===== src/rtl/page_stream_queue_pkg.sv =====
// Shared definitions for the page stream queue: the stored-word layout and a
// constant-evaluable clog2 used to size pointers and the level port.
package page_stream_queue_pkg;

    // Position of the end-of-stream flag in a stored word; data occupies the bits above it.
    localparam int unsigned E_BIT = 0;
    localparam int unsigned D_LSB = E_BIT + 1;

    // Ceiling log2, usable in parameter and localparam expressions.
    function automatic int unsigned ps_clog2(input int unsigned n);
        int unsigned r;
        r = 0;
        for (int i = 0; i < 32; i++) begin
            if ((64'(1) << i) < 64'(n)) begin
                r = 32'(i + 1);
            end
        end
        return r;
    endfunction

endpackage


===== src/rtl/page_stream_qmem.sv =====
// Token storage for the page stream queue: DEPTH x WW register array.
// Ports: clock; we/waddr/wdata write port; raddr -> rdata_c asynchronous read.
// The array contents are not reset. Validity is tracked by the owner's count.
module page_stream_qmem #(
    parameter int unsigned WW    = 17,
    parameter int unsigned DEPTH = 4,
    parameter int unsigned AW    = 2
) (
    input  logic          clock,
    input  logic          we,
    input  logic [AW-1:0] waddr,
    input  logic [WW-1:0] wdata,
    input  logic [AW-1:0] raddr,
    output logic [WW-1:0] rdata_c
);

    logic [WW-1:0] mem [DEPTH];

    // Single write port.
    always_ff @(posedge clock) begin
        if (we) begin
            mem[waddr] <= wdata;
        end
    end

    // Asynchronous read port.
    assign rdata_c = mem[raddr];

endmodule


===== src/rtl/page_stream_queue.sv =====
// Single-clock FIFO for one TDF page stream (d, e, v, b) with first-word
// fall-through, back-pressure slack, level reporting and sticky overflow.
// Ports: clock, reset (async active-low); in_d/in_e/in_v from the producer,
// in_b back-pressure to it; out_d/out_e/out_v head token, out_b consumer
// back-pressure; level = tokens stored; ovf = token was dropped since reset.
module page_stream_queue
    import page_stream_queue_pkg::*;
#(
    parameter  int unsigned WIDTH    = 16,
    parameter  int unsigned DEPTH    = 4,
    parameter  int unsigned BP_SLACK = 1,
    localparam int unsigned LW       = ps_clog2(DEPTH + 1)
) (
    input  logic             clock,
    input  logic             reset,
    input  logic [WIDTH-1:0] in_d,
    input  logic             in_e,
    input  logic             in_v,
    output logic             in_b,
    output logic [WIDTH-1:0] out_d,
    output logic             out_e,
    output logic             out_v,
    input  logic             out_b,
    output logic [LW-1:0]    level,
    output logic             ovf
);

    localparam int unsigned PW = ps_clog2(DEPTH);
    localparam int unsigned WW = WIDTH + 1;

    logic [PW-1:0] wr_ptr, wr_ptr_n;
    logic [PW-1:0] rd_ptr, rd_ptr_n;
    logic [LW-1:0] count, count_n;
    logic          rd_c, wr_c, bypass_c;
    logic          in_b_n, ovf_n;
    logic [WW-1:0] wdata_c, rdata_c, head_c;

    // Pointer advance with wrap at DEPTH, which need not be a power of two.
    function automatic logic [PW-1:0] ptr_inc(input logic [PW-1:0] p);
        return (p == PW'(DEPTH - 1)) ? '0 : p + PW'(1);
    endfunction

    assign wdata_c = {in_d, in_e};

    page_stream_qmem #(
        .WW    (WW),
        .DEPTH (DEPTH),
        .AW    (PW)
    ) u_qmem (
        .clock   (clock),
        .we      (wr_c),
        .waddr   (wr_ptr),
        .wdata   (wdata_c),
        .raddr   (rd_ptr_n),
        .rdata_c (rdata_c)
    );

    // Handshake, next pointers/count, and next head token.
    always_comb begin
        rd_c     = out_v & ~out_b;
        wr_c     = in_v & ((count < LW'(DEPTH)) | rd_c);
        count_n  = count + LW'(wr_c) - LW'(rd_c);
        wr_ptr_n = wr_c ? ptr_inc(wr_ptr) : wr_ptr;
        rd_ptr_n = rd_c ? ptr_inc(rd_ptr) : rd_ptr;
        // Queue is empty after this cycle's read: the incoming token becomes the head.
        bypass_c = wr_c & (count == LW'(rd_c));
        head_c   = bypass_c ? wdata_c : rdata_c;
        in_b_n   = (LW'(DEPTH) - count_n) <= LW'(BP_SLACK);
        ovf_n    = ovf | (in_v & (count == LW'(DEPTH)) & ~rd_c);
    end

    // State and registered outputs; out_d/out_e hold the last head when empty.
    always_ff @(posedge clock or negedge reset) begin
        if (!reset) begin
            wr_ptr <= '0;
            rd_ptr <= '0;
            count  <= '0;
            out_v  <= 1'b0;
            out_d  <= '0;
            out_e  <= 1'b0;
            in_b   <= 1'b0;
            ovf    <= 1'b0;
        end else begin
            wr_ptr <= wr_ptr_n;
            rd_ptr <= rd_ptr_n;
            count  <= count_n;
            out_v  <= (count_n != '0);
            in_b   <= in_b_n;
            ovf    <= ovf_n;
            if (count_n != '0) begin
                out_d <= head_c[WW-1:D_LSB];
                out_e <= head_c[E_BIT];
            end
        end
    end

    assign level = count;

endmodule


===== config.mk =====
export PLATFORM = sky130hd
export DESIGN_NAME = page_stream_queue
export DESIGN_NICKNAME = d
export VERILOG_FILES = /design/src/rtl/page_stream_queue_pkg.sv /design/src/rtl/page_stream_qmem.sv /design/src/rtl/page_stream_queue.sv
export SDC_FILE = /design/constraint.sdc
export NUM_CORES = 1
export LEC_CHECK = 0
export BUFFER_PORTS_ARGS = -buffer_cell sky130_fd_sc_hd__buf_2
export CAP_MARGIN = 15
export CORE_UTILIZATION = 25
export DETAILED_ROUTE_END_ITERATION = 16
export MAX_ROUTING_LAYER = met4
export SLEW_MARGIN = 20
export SYNTH_ARGS = -nofsm -noshare
export SYNTH_HDL_FRONTEND = slang
export SYNTH_SLANG_ARGS = --single-unit

===== constraint.sdc =====
create_clock -name clock -period 5.7 [get_ports clock]
set_clock_uncertainty 0.05 [all_clocks]
set_input_delay 1.14 -clock clock [delete_from_list [all_inputs] [get_ports clock]]
set_output_delay 1.14 -clock clock [all_outputs]
set_load 0.01 [all_outputs]

==> impl_metrics.json <==
{
  "result_of_the_run": "completed",
  "critPathBufInv": 6,
  "numClockSinks": 95,
  "startpoint_of_the_lowest_slack_hold_path": "ovf",
  "power.ir.vdd_worst_v": 0.0001747,
  "detail-route-antenna-nets": 0,
  "number_of_placed_i_o_pins": 44,
  "timing.final.max_slew_violations": 0,
  "max-clock-path-buffers": 2,
  "clk_latency_ns": 0.34,
  "final_period_minus_worst_setup_slack_ns": 4.811,
  "worst-r2r-cell-count": 15,
  "cp_top_family": "buffers and inverters",
  "setup-tns-final_ns": 0,
  "post_synthesis_sequential_area_ratio_pct": 62.63,
  "cts_tree": "done",
  "max_freq_mhz": 207.9,
  "floorplan.die.width_um": 133.7,
  "floorplan.rows": 47,
  "synthesis.area_um2": 4339,
  "place_congestion": 0.7325,
  "detail_route.iter0.violations": 174,
  "leakagePower_nw": 1.874,
  "period_share_pct": 84.40,
  "timing.final.hold_violations": 0,
  "cts_made_buffers": 9,
  "power_density_nw_per_um2": 578.2,
  "worst_setup_hold_path_clk_slew_ns": 0.06,
  "critical_path.cell_chain": "buf_2 > nand2b_4 > a21boi_1 > inv_1 > ha_1 > inv_1 > ha_1 > inv_1 > fa_1 > xnor2_1 > xor2_1 > ha_1 > buf_4 > clkinv_1 > a41oi_1 > o31ai_1",
  "hpwl_um": 6507,
  "fillers": 1683,
  "critical_path.reg2reg.endpoint": "out_e",
  "floorplan.die.height_um": 133.7,
  "nets": 386,
  "critPathRequiredTime_ns": 5.85,
  "vias_per_cell": 4.791,
  "floorplan.initialDensity_pct": 25.89,
  "dieArea_um2": 17890,
  "post-cts-setup-buffers": 0,
  "worst_r2r_src": "out_v",
  "track_usage_pct": 12.56,
  "final-setup-viol-count": 0,
  "worstHoldPathCells": 1,
  "cp_slowest_cell": "a21boi_1",
  "yosys_register_bits": 95,
  "cts_htree_levels": 3,
  "yosys_warnings": 0,
  "initial_antenna_violation_count": 0,
  "timing.critical_path.arrival_ns": 4.96,
  "relSlewSlack_pct": 32.77,
  "first_pass_grt_wire_length_um": 16330,
  "worst-path-stages": 16,
  "vias": 2774,
  "crit_path_max_fanout": 38,
  "critical-path-max-stage-delay_ns": 0.52,
  "n_antenna_cell": 0,
  "resized_after_cts": 0,
  "drt_first_pass_iters": 4,
  "setup.worst_path.start_class": "input pin",
  "worst_pin_slew_ns": 1.008,
  "drt-total-wl_um": 10300,
  "class_of_the_worst_hold_path": "reg -> reg",
  "post-route-util_pct": 29.81,
  "timing.hold.worst_endpoint": "ovf",
  "share_of_layout_cells_above_drive_strength_1_pct": 21.73,
  "layout.cells.most_common_list": "68 x edfxtp_1, 59 x a211oi_1, 43 x buf_2",
  "netlist-cell-type-count": 31,
  "finalPower_w": 0.002889,
  "area_growth_syn_to_layout_pct": 15.14,
  "timing.reg2reg.setup_slack_ns": 1.39,
  "type_of_element_capturing_the_critical_path": "flop",
  "grt_max_degree": 39,
  "cts.root.buffer_cell": "clkbuf_16",
  "most_common_cell_after_layout_fill_and_taps_aside": "edfxtp_1",
  "port_buffers": 43,
  "setup.worst_path.class": "in -> reg",
  "hold_buffers": 0,
  "overflow": 0,
  "drv_cap": 0,
  "core_um2": 16760,
  "vias_in_the_first_global_route": 2894,
  "synth.avg_cell_area_um2": 13.56,
  "synthesis.nets": 352,
  "grt_setup_unrepaired": "false",
  "drc": 0,
  "wire_per_inst_um": 17.78,
  "syn-instance-count": 320
}
==> through the flow <==
stage               cell area [um^2]  hold slack (ns)  instances  setup slack (ns)
detailed placement              4700           0.4520        563            0.5675
floorplan                       4339           0.4617        320             1.196
finish                          4996           0.4605        579            0.8893
CTS                             4996           0.4674        579            0.9203
global placement                4700           0.4114        563            0.7108
global route                    4996           0.4690        579            0.5099
==> state kept, by name (all words and copies together), names as in the netlist <==
name and cells:
rd_ptr 2, ovf 1, wr_ptr 2, out_d 16, out_v 1, u_qmem.mem 68
out_e 1, level 3, in_b 1
==> cell type report <==
type                            instances  area (um^2)  area share [%]
Sequential cell                        95         2718           54.40
Inverter                               45        173.9           3.481
Timing Repair Buffer                   48        252.7           5.059
Multi-Input combinational cell        155         1280           25.62
Tap cell                              220        275.3           5.510
Clock inverter                          2        12.51          0.2504
Clock buffer                           14        284.0           5.685
==> synth_stat cells (all sizes together) <==
| master | instances | area (um^2) |
|---|---|---|
| a211oi | 68 | 555.5 |
| a21boi | 1 | 7.510 |
| a21o | 2 | 15.01 |
| a31o | 1 | 8.760 |
| a41oi | 17 | 148.9 |
| and2 | 21 | 131.4 |
| and3b | 1 | 8.760 |
| buf | 15 | 130.1 |
| clkbuf | 10 | 37.54 |
| clkinv | 2 | 12.51 |
| dfrtp | 27 | 675.7 |
| edfxtp | 68 | 2042 |
| fa | 1 | 20.02 |
| ha | 10 | 125.1 |
| inv | 43 | 161.4 |
| mux2i | 1 | 22.52 |
| nand2 | 2 | 7.510 |
| nand2b | 2 | 20.02 |
| nor2 | 5 | 18.77 |
| o21a | 1 | 7.510 |
| o21ai | 2 | 10.01 |
| o31ai | 17 | 127.6 |
| xnor2 | 2 | 36.29 |
| xor2 | 1 | 8.760 |
==> logic make-up after synthesis <==
logic type / synth area share (%)
AO/OA/AOI/OAI: 20.30
flip-flops: 62.63
buffers and inverters: 7.872
AND/OR/NAND/NOR: 4.297
adder cells (fa/ha/maj): 3.345
XOR/XNOR: 1.038
multiplexers: 0.5190
==> worst register-to-register path, delay by kind of cell (launching register included) <==
family | cells | cell delay [ns]
AO/OA/AOI/OAI | 3 | 1.03
flip-flops | 1 | 0.44
AND/OR/NAND/NOR | 1 | 0.30
XOR/XNOR | 2 | 0.38
buffers and inverters | 5 | 0.96
adder cells (fa/ha/maj) | 4 | 1.00
==> metal layers <==
layer / track usage (%) / vias to the layer above / part of all wire, %
met4: 6.061 / 0 / 2.2
met5: - / - / 0
met3: 2.588 / 15 / 3.8
met1: 15.30 / 1409 / 44
met2: 19.80 / 66 / 50
li1: - / 1284 / -
==> where the power goes <==
part,internal [W],switching (W),total [W]
clock,0.000343,0.000244,0.000587
combinational,0.000449,0.000799,0.00125
sequential,0.000945,0.000108,0.00105
==> worst max-delay path by stage <==
stage / from / to
floorplan: out_b / out_d[10]
global placement: out_b / out_d[8]
detailed placement: out_b / out_d[3]
CTS: out_b / out_d[3]
global route: out_b / out_d[7]
finish: out_b / out_e
Note: power is estimated with default switching activity, not from simulation.
